### src/rtl/imem_loader_if.sv
`default_nettype none
// ============================================================================
// Module      : imem_loader_if
// Description : Byte-stream valid/ready channel feeding the imem_loader.
// Revision    : 1.0 - initial release
// ============================================================================
interface imem_loader_if;
    logic       in_valid;
    logic [7:0] in_data;
    logic       in_ready;

    modport master (output in_valid, output in_data, input in_ready);
    modport slave  (input in_valid, input in_data, output in_ready);
endinterface
`default_nettype wire

### src/rtl/imem_loader.sv
`default_nettype none
// ============================================================================
// Module      : imem_loader
// Description : Boot loader turning a framed little-endian byte stream into
//               instruction-memory word writes; optional trailing checksum
//               byte enabled by IMEM_LOADER_CHECKSUM_EN.
// Revision    : 1.0 - initial release
// ============================================================================
module imem_loader #(
    parameter int ADDR_WIDTH = 10
) (
    input  wire logic               clk,
    input  wire logic               rst_n,
    imem_loader_if.slave            s_in,
    output logic                    mem_we,
    output logic [ADDR_WIDTH-1:0]   mem_addr,
    output logic [31:0]             mem_wdata,
    output logic                    cpu_rst_n,
    output logic                    busy,
    output logic                    done,
    output logic                    err
);

    localparam logic [16:0] c_CAPACITY = 17'd1 << ADDR_WIDTH;

    typedef enum logic [2:0] {
        S_CNT_LO = 3'd0,
        S_CNT_HI = 3'd1,
        S_DATA   = 3'd2,
        S_CSUM   = 3'd3,
        S_DONE   = 3'd4,
        S_ERR    = 3'd5
    } state_t;

    state_t                  r_state;
    logic                    r_in_ready;
    logic                    r_mem_we;
    logic [ADDR_WIDTH-1:0]   r_mem_addr;
    logic [31:0]             r_mem_wdata;
    logic                    r_cpu_rst_n;
    logic                    r_busy;
    logic                    r_done;
    logic                    r_err;
    logic [7:0]              r_cnt_lo;
    logic [15:0]             r_remaining;
    logic [ADDR_WIDTH-1:0]   r_addr;
    logic [1:0]              r_byte_idx;
    logic [23:0]             r_word;
`ifdef IMEM_LOADER_CHECKSUM_EN
    logic [7:0]              r_sum;
`endif

    logic                    w_xfer;
    logic [15:0]             w_cnt;
    logic [31:0]             w_word;

    assign w_xfer = s_in.in_valid && r_in_ready;
    assign w_cnt  = {s_in.in_data, r_cnt_lo};
    // Bytes enter at the top and shift down, so the first byte lands in [7:0].
    assign w_word = {s_in.in_data, r_word};

    always_ff @(posedge clk) begin
        if (!rst_n) begin
            r_state     <= S_CNT_LO;
            r_in_ready  <= 1'b0;
            r_mem_we    <= 1'b0;
            r_mem_addr  <= '0;
            r_mem_wdata <= '0;
            r_cpu_rst_n <= 1'b0;
            r_busy      <= 1'b0;
            r_done      <= 1'b0;
            r_err       <= 1'b0;
            r_cnt_lo    <= '0;
            r_remaining <= '0;
            r_addr      <= '0;
            r_byte_idx  <= '0;
            r_word      <= '0;
`ifdef IMEM_LOADER_CHECKSUM_EN
            r_sum       <= '0;
`endif
        end else begin
            r_mem_we <= 1'b0;
            case (r_state)
                S_CNT_LO: begin
                    r_in_ready <= 1'b1;
                    if (w_xfer) begin
                        r_cnt_lo <= s_in.in_data;
                        r_busy   <= 1'b1;
                        r_state  <= S_CNT_HI;
                    end
                end
                S_CNT_HI: begin
                    if (w_xfer) begin
                        r_remaining <= w_cnt;
                        if (w_cnt == 16'd0) begin
`ifdef IMEM_LOADER_CHECKSUM_EN
                            r_state     <= S_CSUM;
`else
                            r_state     <= S_DONE;
                            r_in_ready  <= 1'b0;
                            r_busy      <= 1'b0;
                            r_done      <= 1'b1;
                            r_cpu_rst_n <= 1'b1;
`endif
                        end else if ({1'b0, w_cnt} > c_CAPACITY) begin
                            r_state    <= S_ERR;
                            r_in_ready <= 1'b0;
                            r_busy     <= 1'b0;
                            r_err      <= 1'b1;
                        end else begin
                            r_state <= S_DATA;
                        end
                    end
                end
                S_DATA: begin
                    if (w_xfer) begin
                        r_byte_idx <= r_byte_idx + 2'd1;
                        r_word     <= w_word[31:8];
`ifdef IMEM_LOADER_CHECKSUM_EN
                        r_sum      <= r_sum + s_in.in_data;
`endif
                        if (r_byte_idx == 2'd3) begin
                            r_mem_we    <= 1'b1;
                            r_mem_addr  <= r_addr;
                            r_mem_wdata <= w_word;
                            r_addr      <= r_addr + 1'b1;
                            r_remaining <= r_remaining - 16'd1;
                            if (r_remaining == 16'd1) begin
`ifdef IMEM_LOADER_CHECKSUM_EN
                                r_state    <= S_CSUM;
`else
                                // done rises one cycle later, after the final write pulse.
                                r_state    <= S_DONE;
                                r_in_ready <= 1'b0;
                                r_busy     <= 1'b0;
`endif
                            end
                        end
                    end
                end
`ifdef IMEM_LOADER_CHECKSUM_EN
                S_CSUM: begin
                    if (w_xfer) begin
                        r_in_ready <= 1'b0;
                        r_busy     <= 1'b0;
                        if (s_in.in_data == r_sum) begin
                            r_state     <= S_DONE;
                            r_done      <= 1'b1;
                            r_cpu_rst_n <= 1'b1;
                        end else begin
                            r_state <= S_ERR;
                            r_err   <= 1'b1;
                        end
                    end
                end
`endif
                S_DONE: begin
                    r_done      <= 1'b1;
                    r_cpu_rst_n <= 1'b1;
                end
                S_ERR: begin
                    r_err <= 1'b1;
                end
                default: begin
                    r_state <= S_CNT_LO;
                end
            endcase
        end
    end

    assign s_in.in_ready = r_in_ready;
    assign mem_we        = r_mem_we;
    assign mem_addr      = r_mem_addr;
    assign mem_wdata     = r_mem_wdata;
    assign cpu_rst_n     = r_cpu_rst_n;
    assign busy          = r_busy;
    assign done          = r_done;
    assign err           = r_err;

endmodule
`default_nettype wire

### src/flat_wrapper.sv
// flat-port wrapper written by rule: the top's interface ports become plain ports
module imem_loader_flat 
#(
    parameter int ADDR_WIDTH = 10
)
  (clk, rst_n, mem_we, mem_addr, mem_wdata, cpu_rst_n, busy, done, err, s_in_in_valid, s_in_in_data, s_in_in_ready);
  imem_loader_if s_in_i ();
  input  wire logic clk;
  input  wire logic rst_n;
  output logic mem_we;
  output logic [ADDR_WIDTH-1:0] mem_addr;
  output logic [31:0] mem_wdata;
  output logic cpu_rst_n;
  output logic busy;
  output logic done;
  output logic err;
  input wire logic [$bits(s_in_i.in_valid)-1:0] s_in_in_valid;
  input wire logic [$bits(s_in_i.in_data)-1:0] s_in_in_data;
  output wire logic [$bits(s_in_i.in_ready)-1:0] s_in_in_ready;
  assign s_in_i.in_valid = s_in_in_valid;
  assign s_in_i.in_data = s_in_in_data;
  assign s_in_in_ready = s_in_i.in_ready;
  imem_loader #(.ADDR_WIDTH(ADDR_WIDTH)) u_core (.clk(clk), .rst_n(rst_n), .s_in(s_in_i), .mem_we(mem_we), .mem_addr(mem_addr), .mem_wdata(mem_wdata), .cpu_rst_n(cpu_rst_n), .busy(busy), .done(done), .err(err));
endmodule
### config.mk
export PLATFORM = sky130hd
export DESIGN_NAME = imem_loader_flat
export DESIGN_NICKNAME = d
export VERILOG_FILES = /design/src/rtl/imem_loader_if.sv /design/src/rtl/imem_loader.sv /design/src/flat_wrapper.sv
export SDC_FILE = /design/constraint.sdc
export NUM_CORES = 1
export LEC_CHECK = 0
export CAP_MARGIN = 10
export CORE_ASPECT_RATIO = 0.8
export CORE_MARGIN = 2
export CORE_UTILIZATION = 60
export DETAILED_ROUTE_END_ITERATION = 8
export MAX_ROUTING_LAYER = met4
export PLACE_DENSITY_LB_ADDON = 0.15
export SKIP_CTS_REPAIR_TIMING = 1
export SLEW_MARGIN = 30
export SYNTH_ARGS = -nofsm -noshare
export SYNTH_HDL_FRONTEND = slang
export SYNTH_SLANG_ARGS = --single-unit
### constraint.sdc
create_clock -name clk -period 3.2 [get_ports clk]
set_input_delay 0.64 -clock clk [delete_from_list [all_inputs] [get_ports clk]]
set_output_delay 0.64 -clock clk [all_outputs]
set_load 0.05 [all_outputs]
==> flow_summary.toml, run 1 <==
[clock_network]
path_clk_slew_ns = 0.10
clock-sinks = 110
cts-root-buf = "clkbuf_8"
cts_max_level = 3
insertion_delay_ns = 0.38
cts_buffer_depth = 2
cts_tree = "built"
cts_made_buffers = 9

[logic_synthesis]
ys_seq_area_frac = 0.456
synth_compound_gate_area_share = 0.227
synthCells = 593
muxShareOfSynthArea = 0
synth_cell_types = 52
yosys_warnings = 0
synth_edf_count = 0
async_flop_share = 0
synth.avg_cell_area_um2 = 8.14
synth_commonest_cells = "nand2_1 (162), dfxtp_1 (110), a21boi_0 (81), clkbuf_1 (33), nor2_1 (32)"
synth_top_family_by_area = "simple AND/OR/NAND/NOR gates"
yosys.area_share.adder = 0.0104
synth_area_leaders = "dfxtp_1 (46%), a21boi_0 (13%), nand2_1 (13%)"
syn-num-nets = 608
synthSimpleGateAreaFrac = 0.251
yosys.area.top_type = "dfxtp_1"
syn_area_um2 = 4830
yosysMostFrequentCell = "nand2_1"
ys_ff_latch = 110
synth.top_cell.area_share = 0.456
synth_xor_area_frac = 0.0145
ys.flop_type = "dfxtp_1"

[timing]
setup_viol = 0
finalCritPeriodShare = 0.764
clock.fmax_ghz = 0.409
worst_pin_slew_ns = 0.780
maxSlewHeadroom = 0.480
skew_ns = 0.00927
rsz0062_at_grt = "false"
setup_ws_ns = 0.756
hold_violations = 0
setup_tns_ns = 0
drv_slew = 0
fin_crit_ns = 2.44

[layout]
fin_area_um2 = 5740
antennaDiodeCount = 0
fillCellCount = 635
synthToLayoutAreaGrowth_pct = 18.9
drive_above_1_share = 0.0668
fin_nets = 654

[detailed_routing]
vias_per_cell = 5.84
drt_wl_total_um = 11800
avgRoutedWirePerCell_um = 15.7
drt_iter0_drc = 289
drc = 0
ant_nets = 0
vias = 4394
dr.pass1.iters = 5

[pwr]
peakVddDrop_v = 0.000362
p_int_mw = 1.92
comb_power_share = 0.072
clkPwrFrac = 0.370
p_seq_frac = 0.558
switching_share = 0.235
power_mw = 2.51
p_leak_nw = 1.94
switching_power_mw = 0.591
p_per_area_nw_per_um2 = 438

[setup_path]
critical_path.cell_chain = "clkdlybuf4s50_1 -> nor4_1 -> a31oi_1 -> nor3b_1 -> o21ai_0 -> and4_1"
worst-path-buf-inv = 1
r2r-end = "u_core.r_remaining[10]"
critPathKind = "in -> reg"
startpoint_type = "input port"
worstPathMaxFanout = 5
crit_arrival_ns = 2.72
r2r_cells = 7
r2r-start = "u_core.r_remaining[0]"
critPathSlowestCell = "clkdlybuf4s50_1"
cp.depth = 6
required_ns = 3.47
cp_slowest_stage_delay_ns = 0.53
critPathCaptureType = "flip-flop"
critical-path-top-delay-family = "simple AND/OR/NAND/NOR gates"
reg2reg_slack_ns = 0.87

[placement]
port_buffers = 58
dp_slack_ns = 0.407
hpwl_um = 8380
placed_area_um2 = 5520
gp_congestion = 0.984

[outcome]
status = "completed"

[die]
die_h_um = 84.2
row_count = 29
initial_core_util = 0.613
die-area_um2 = 8790
ios = 59
coreArea_um2 = 7870
die_w_um = 104

[run]
drv_cap = 0

[hold_path]
holdCritStartpoint = "u_core.mem_addr[3]"
worstHoldPathType = "reg -> reg"
hold_depth = 2
hold_end = "u_core.mem_addr[3]"

[global_route]
grt_start_max_net_pins = 62
grt_pass1_vias = 4091
grt_pass1_wl_um = 19500
grt-ovfl-total = 0
antenna_found_initial = 0
grt_usage = 0.283
flip-flops by register name (all words and copies together), names as in the netlist:
signal / cells
u_core.err: 1
u_core.r_state: 3
u_core.r_cnt_lo: 8
u_core.mem_we: 1
u_core.cpu_rst_n: 1
u_core.r_remaining: 16
u_core.busy: 1
u_core.s_in.in_ready: 1
u_core.mem_wdata: 32
u_core.mem_addr: 10
u_core.r_addr: 10
u_core.r_word: 24
u_core.r_byte_idx: 2
cells in the final DEF (no fill, tap or decap), drive strengths merged, types with 6 or more instances in the layout:
cell type | netlist | layout
nor4 | 10 | 10
nor3 | 6 | 6
inv | 9 | 10
a21boi | 83 | 83
nor2 | 32 | 32
buf | 7 | 18
nand2 | 162 | 162
nand3 | 14 | 14
dfxtp | 110 | 110
clkdlybuf4s50 | 0 | 57
clkbuf | 33 | 11
o21ai | 24 | 24
a21oi | 18 | 18
and2 | 13 | 13
routing by layer:
layer / wire length, um / vias to the layer above / global-route usage
li1: - / 2116 / -
met5: 0 / - / -
met2: 5590 / 177 / 0.450
met3: 827 / 16 / 0.0621
met4: 153 / 0 / 0.0799
met1: 5210 / 2085 / 0.364
final cells by class:
type | instances | area, um^2 | share of cell area
flip-flops and latches | 110 | 2200 | 0.384
inverters | 9 | 33.8 | 0.00588
multi-input cells | 434 | 2430 | 0.424
clock buffers | 11 | 141 | 0.0246
well taps | 108 | 135 | 0.0235
clock inverters | 5 | 81.3 | 0.0142
repair buffers | 75 | 716 | 0.125
per-stage QoR:
stage | hold WS [ns] | util | std cells
4_1_cts | 0.464 | 0.729 | 752
2_1_floorplan | 0.441 | - | 593
3_5_place_dp | 0.450 | 0.701 | 736
6_report | 0.460 | 0.729 | 752
5_1_grt | 0.485 | 0.729 | 752
3_3_place_gp | 0.446 | 0.701 | 736
worst max path at each step:
stage	slack (ns)	end	from
final	0.76	u_core.r_state[2]	s_in_in_data[0]
after CTS	0.79	u_core.r_state[2]	s_in_in_data[0]
after global routing	0.54	u_core.r_state[2]	s_in_in_data[0]
after floorplan	1.10	u_core.r_remaining[10]	u_core.r_remaining[0]
after detailed placement	0.41	u_core.r_state[2]	s_in_in_data[0]
after global placement	0.49	u_core.cpu_rst_n	s_in_in_data[0]
logic make-up (layout without fill, tap and decap cells):
kind of cell             Yosys count  in the layout
XOR/XNOR                           8              8
flip-flops                       110            110
AND/OR/NAND/NOR                  265            265
AO/OA/AOI/OAI                    157            157
buffers and inverters             49            100
adder cells (fa/ha/maj)            4              4
worst min-delay path, delay by kind of cell (launching register included):
kind	cells	cell delay, ns
DFF	1	0.32
and+or+nand+nor	1	0.05
AOI/OAI and AO/OA	1	0.05
power by group through the flow:
stage | Clock [mW] | Sequential, mW | Combinational (mW)
floorplan | 0 | 1.44 | 0.112
global placement | 0 | 1.43 | 0.173
detailed placement | 0 | 1.43 | 0.178
CTS | 0.946 | 1.40 | 0.179
global route | 0.991 | 1.40 | 0.196
finish | 0.929 | 1.40 | 0.181
No activity file was read; power rests on OpenSTA's default activity.
==> run 2: changes to the inputs <==
--- a/config.mk
+++ b/config.mk
@@ -8,7 +8,7 @@
 export CAP_MARGIN = 10
 export CORE_ASPECT_RATIO = 0.8
 export CORE_MARGIN = 2
-export CORE_UTILIZATION = 60
+export CORE_UTILIZATION = 55
 export DETAILED_ROUTE_END_ITERATION = 8
 export MAX_ROUTING_LAYER = met4
 export PLACE_DENSITY_LB_ADDON = 0.15
==> constraint.sdc (replaced) <==
create_clock -name clk -period 2.3 [get_ports clk]
set_input_delay 0.46 -clock clk [delete_from_list [all_inputs] [get_ports clk]]
set_output_delay 0.46 -clock clk [all_outputs]
set_load 0.05 [all_outputs]
==> run 2 against run 1 <==
Global-route usage shrank 0.62 points. Sequential share of layout area down 0.94 points. Via count shrank 0.39%. First-iteration DRC count up 16%. Register-to-register slack worse by 0.73 ns. Critical path type is now reg -> reg. Critical endpoint is now u_core.r_remaining[10]. Highest routed layer unchanged.
==> flow_summary.toml, run 2 (same netlist as run 1, synthesis figures left out) <==
[detailed_routing]
drt_wl_total_um = 12200
drt_iter0_drc = 335
ant_nets = 0
vias_per_cell = 5.63
drc = 0
avgRoutedWirePerCell_um = 15.7
dr.pass1.iters = 5
vias = 4377

[placement]
dp_slack_ns = -0.150
place_inst = 761
hpwl_um = 8410
gp_congestion = 0.883
port_buffers = 58

[setup_path]
critPathSlowestCell = "or4b_2"
required_ns = 2.58
critical_path.cell_chain = "inv_1 -> ha_4 -> or4b_2 -> nor4_1 -> o21ai_0 -> o2bb2ai_1 -> and2_1"
reg2reg_slack_ns = 0.14
crit_arrival_ns = 2.44
critPathKind = "reg -> reg"
r2r-end = "u_core.r_remaining[10]"
worstPathMaxFanout = 4
critPathCaptureType = "flip-flop"
worst-path-buf-inv = 1
r2r_cells = 7
cp_slowest_stage_delay_ns = 0.61
startpoint_type = "flip-flop"
r2r-start = "u_core.r_remaining[1]"
critical-path-top-delay-family = "simple AND/OR/NAND/NOR gates"

[clock_network]
insertion_delay_ns = 0.38
path_clk_slew_ns = 0.10
cts_made_buffers = 9
cts_max_level = 3
cts-root-buf = "clkbuf_8"
cts_tree = "built"
cts_buffer_depth = 2
clock-sinks = 110

[layout]
fin_nets = 675
synthToLayoutAreaGrowth_pct = 21.9
fin_cells = 777
antennaDiodeCount = 0
final_common_cell = "nand2_1"
final_cell_mix = "nand2_1 (162), dfxtp_1 (110), a21boi_0 (81), clkdlybuf4s50_1 (57), buf_4 (36)"
largest_reg_flops = 32
fillCellCount = 727
drive_above_1_share = 0.0992
final_core_util = 0.691

[die]
die_w_um = 109
die_h_um = 87.8
ios = 59
die-area_um2 = 9550
initial_core_util = 0.567
row_count = 30
coreArea_um2 = 8520

[hold_path]
hold_end = "u_core.mem_wdata[13]"
worstHoldPathType = "reg -> reg"
holdCritStartpoint = "u_core.mem_wdata[13]"
hold_depth = 2

[timing]
clock.fmax_ghz = 0.462
setup_tns_ns = 0
setup_ws_ns = 0.137
maxSlewHeadroom = 0.627
drv_slew = 0
finalCritPeriodShare = 0.940
setup_viol = 0
skew_ns = 0.0133
worst_pin_slew_ns = 0.557
fin_crit_ns = 2.16
hold_violations = 0

[global_route]
antenna_found_initial = 0
grt-ovfl-total = 0
grt_pass1_wl_um = 19900
grt_pass1_vias = 3993
grt_usage = 0.276
grt_start_max_net_pins = 112

[pwr]
peakVddDrop_v = 0.000492
p_leak_nw = 2.03
p_per_area_nw_per_um2 = 568

[outcome]
status = "completed"

[run]
drv_cap = 0
run 2: layout make-up:
type                       instances  area [um^2]  share of cell area
clock inverter                     6         51.3             0.00872
sequential                       110         2200               0.374
inverter                           9         33.8             0.00574
timing repair buffer              96          886               0.151
multi-input combinational        434         2440               0.415
tap                              112          140              0.0238
clock buffer                      10          128              0.0217
run 2: power breakdown:
group | total, mW | leakage [nW] | internal [mW] | switching, mW
registers | 1.95 | 0.887 | 1.92 | 0.0260
clock network | 1.10 | 0.0936 | 0.414 | 0.684
logic | 0.294 | 1.05 | 0.131 | 0.163
run 2: per-layer routing:
layer,up-vias,part of all wire,global-route usage
met4,0,0.020,0.0897
met3,24,0.068,0.0670
li1,2157,-,-
met2,168,0.44,0.413
met5,-,0,-
met1,2028,0.47,0.370
run 2: worst max-delay path by stage:
stage | from | end | slack [ns] | cells after the start
global route | u_core.r_remaining[1] | u_core.r_remaining[12] | -0.006 | 8
CTS | u_core.r_remaining[0] | u_core.r_remaining[12] | 0.11 | 8
floorplan | u_core.r_remaining[0] | u_core.r_remaining[10] | 0.20 | 8
finish | u_core.r_remaining[1] | u_core.r_remaining[10] | 0.14 | 7
global placement | s_in_in_data[1] | u_core.cpu_rst_n | -0.12 | 7
detailed placement | s_in_in_data[1] | u_core.cpu_rst_n | -0.15 | 7
run 2: tightest hold or removal path, stage by stage, from the launching register on:
cell      delay, ns
dfxtp_1        0.32
nand2_1        0.05
a21boi_0       0.06
run 2: through the flow:
step                area [um^2]  hold slack [ns]  power [mW]
finish                     5890            0.466        3.34
global route               5890            0.488        3.47
CTS                        5870            0.471        3.37
detailed placement         5690            0.455        2.28
global placement           5690            0.450        2.27
floorplan                  4830            0.441        2.15
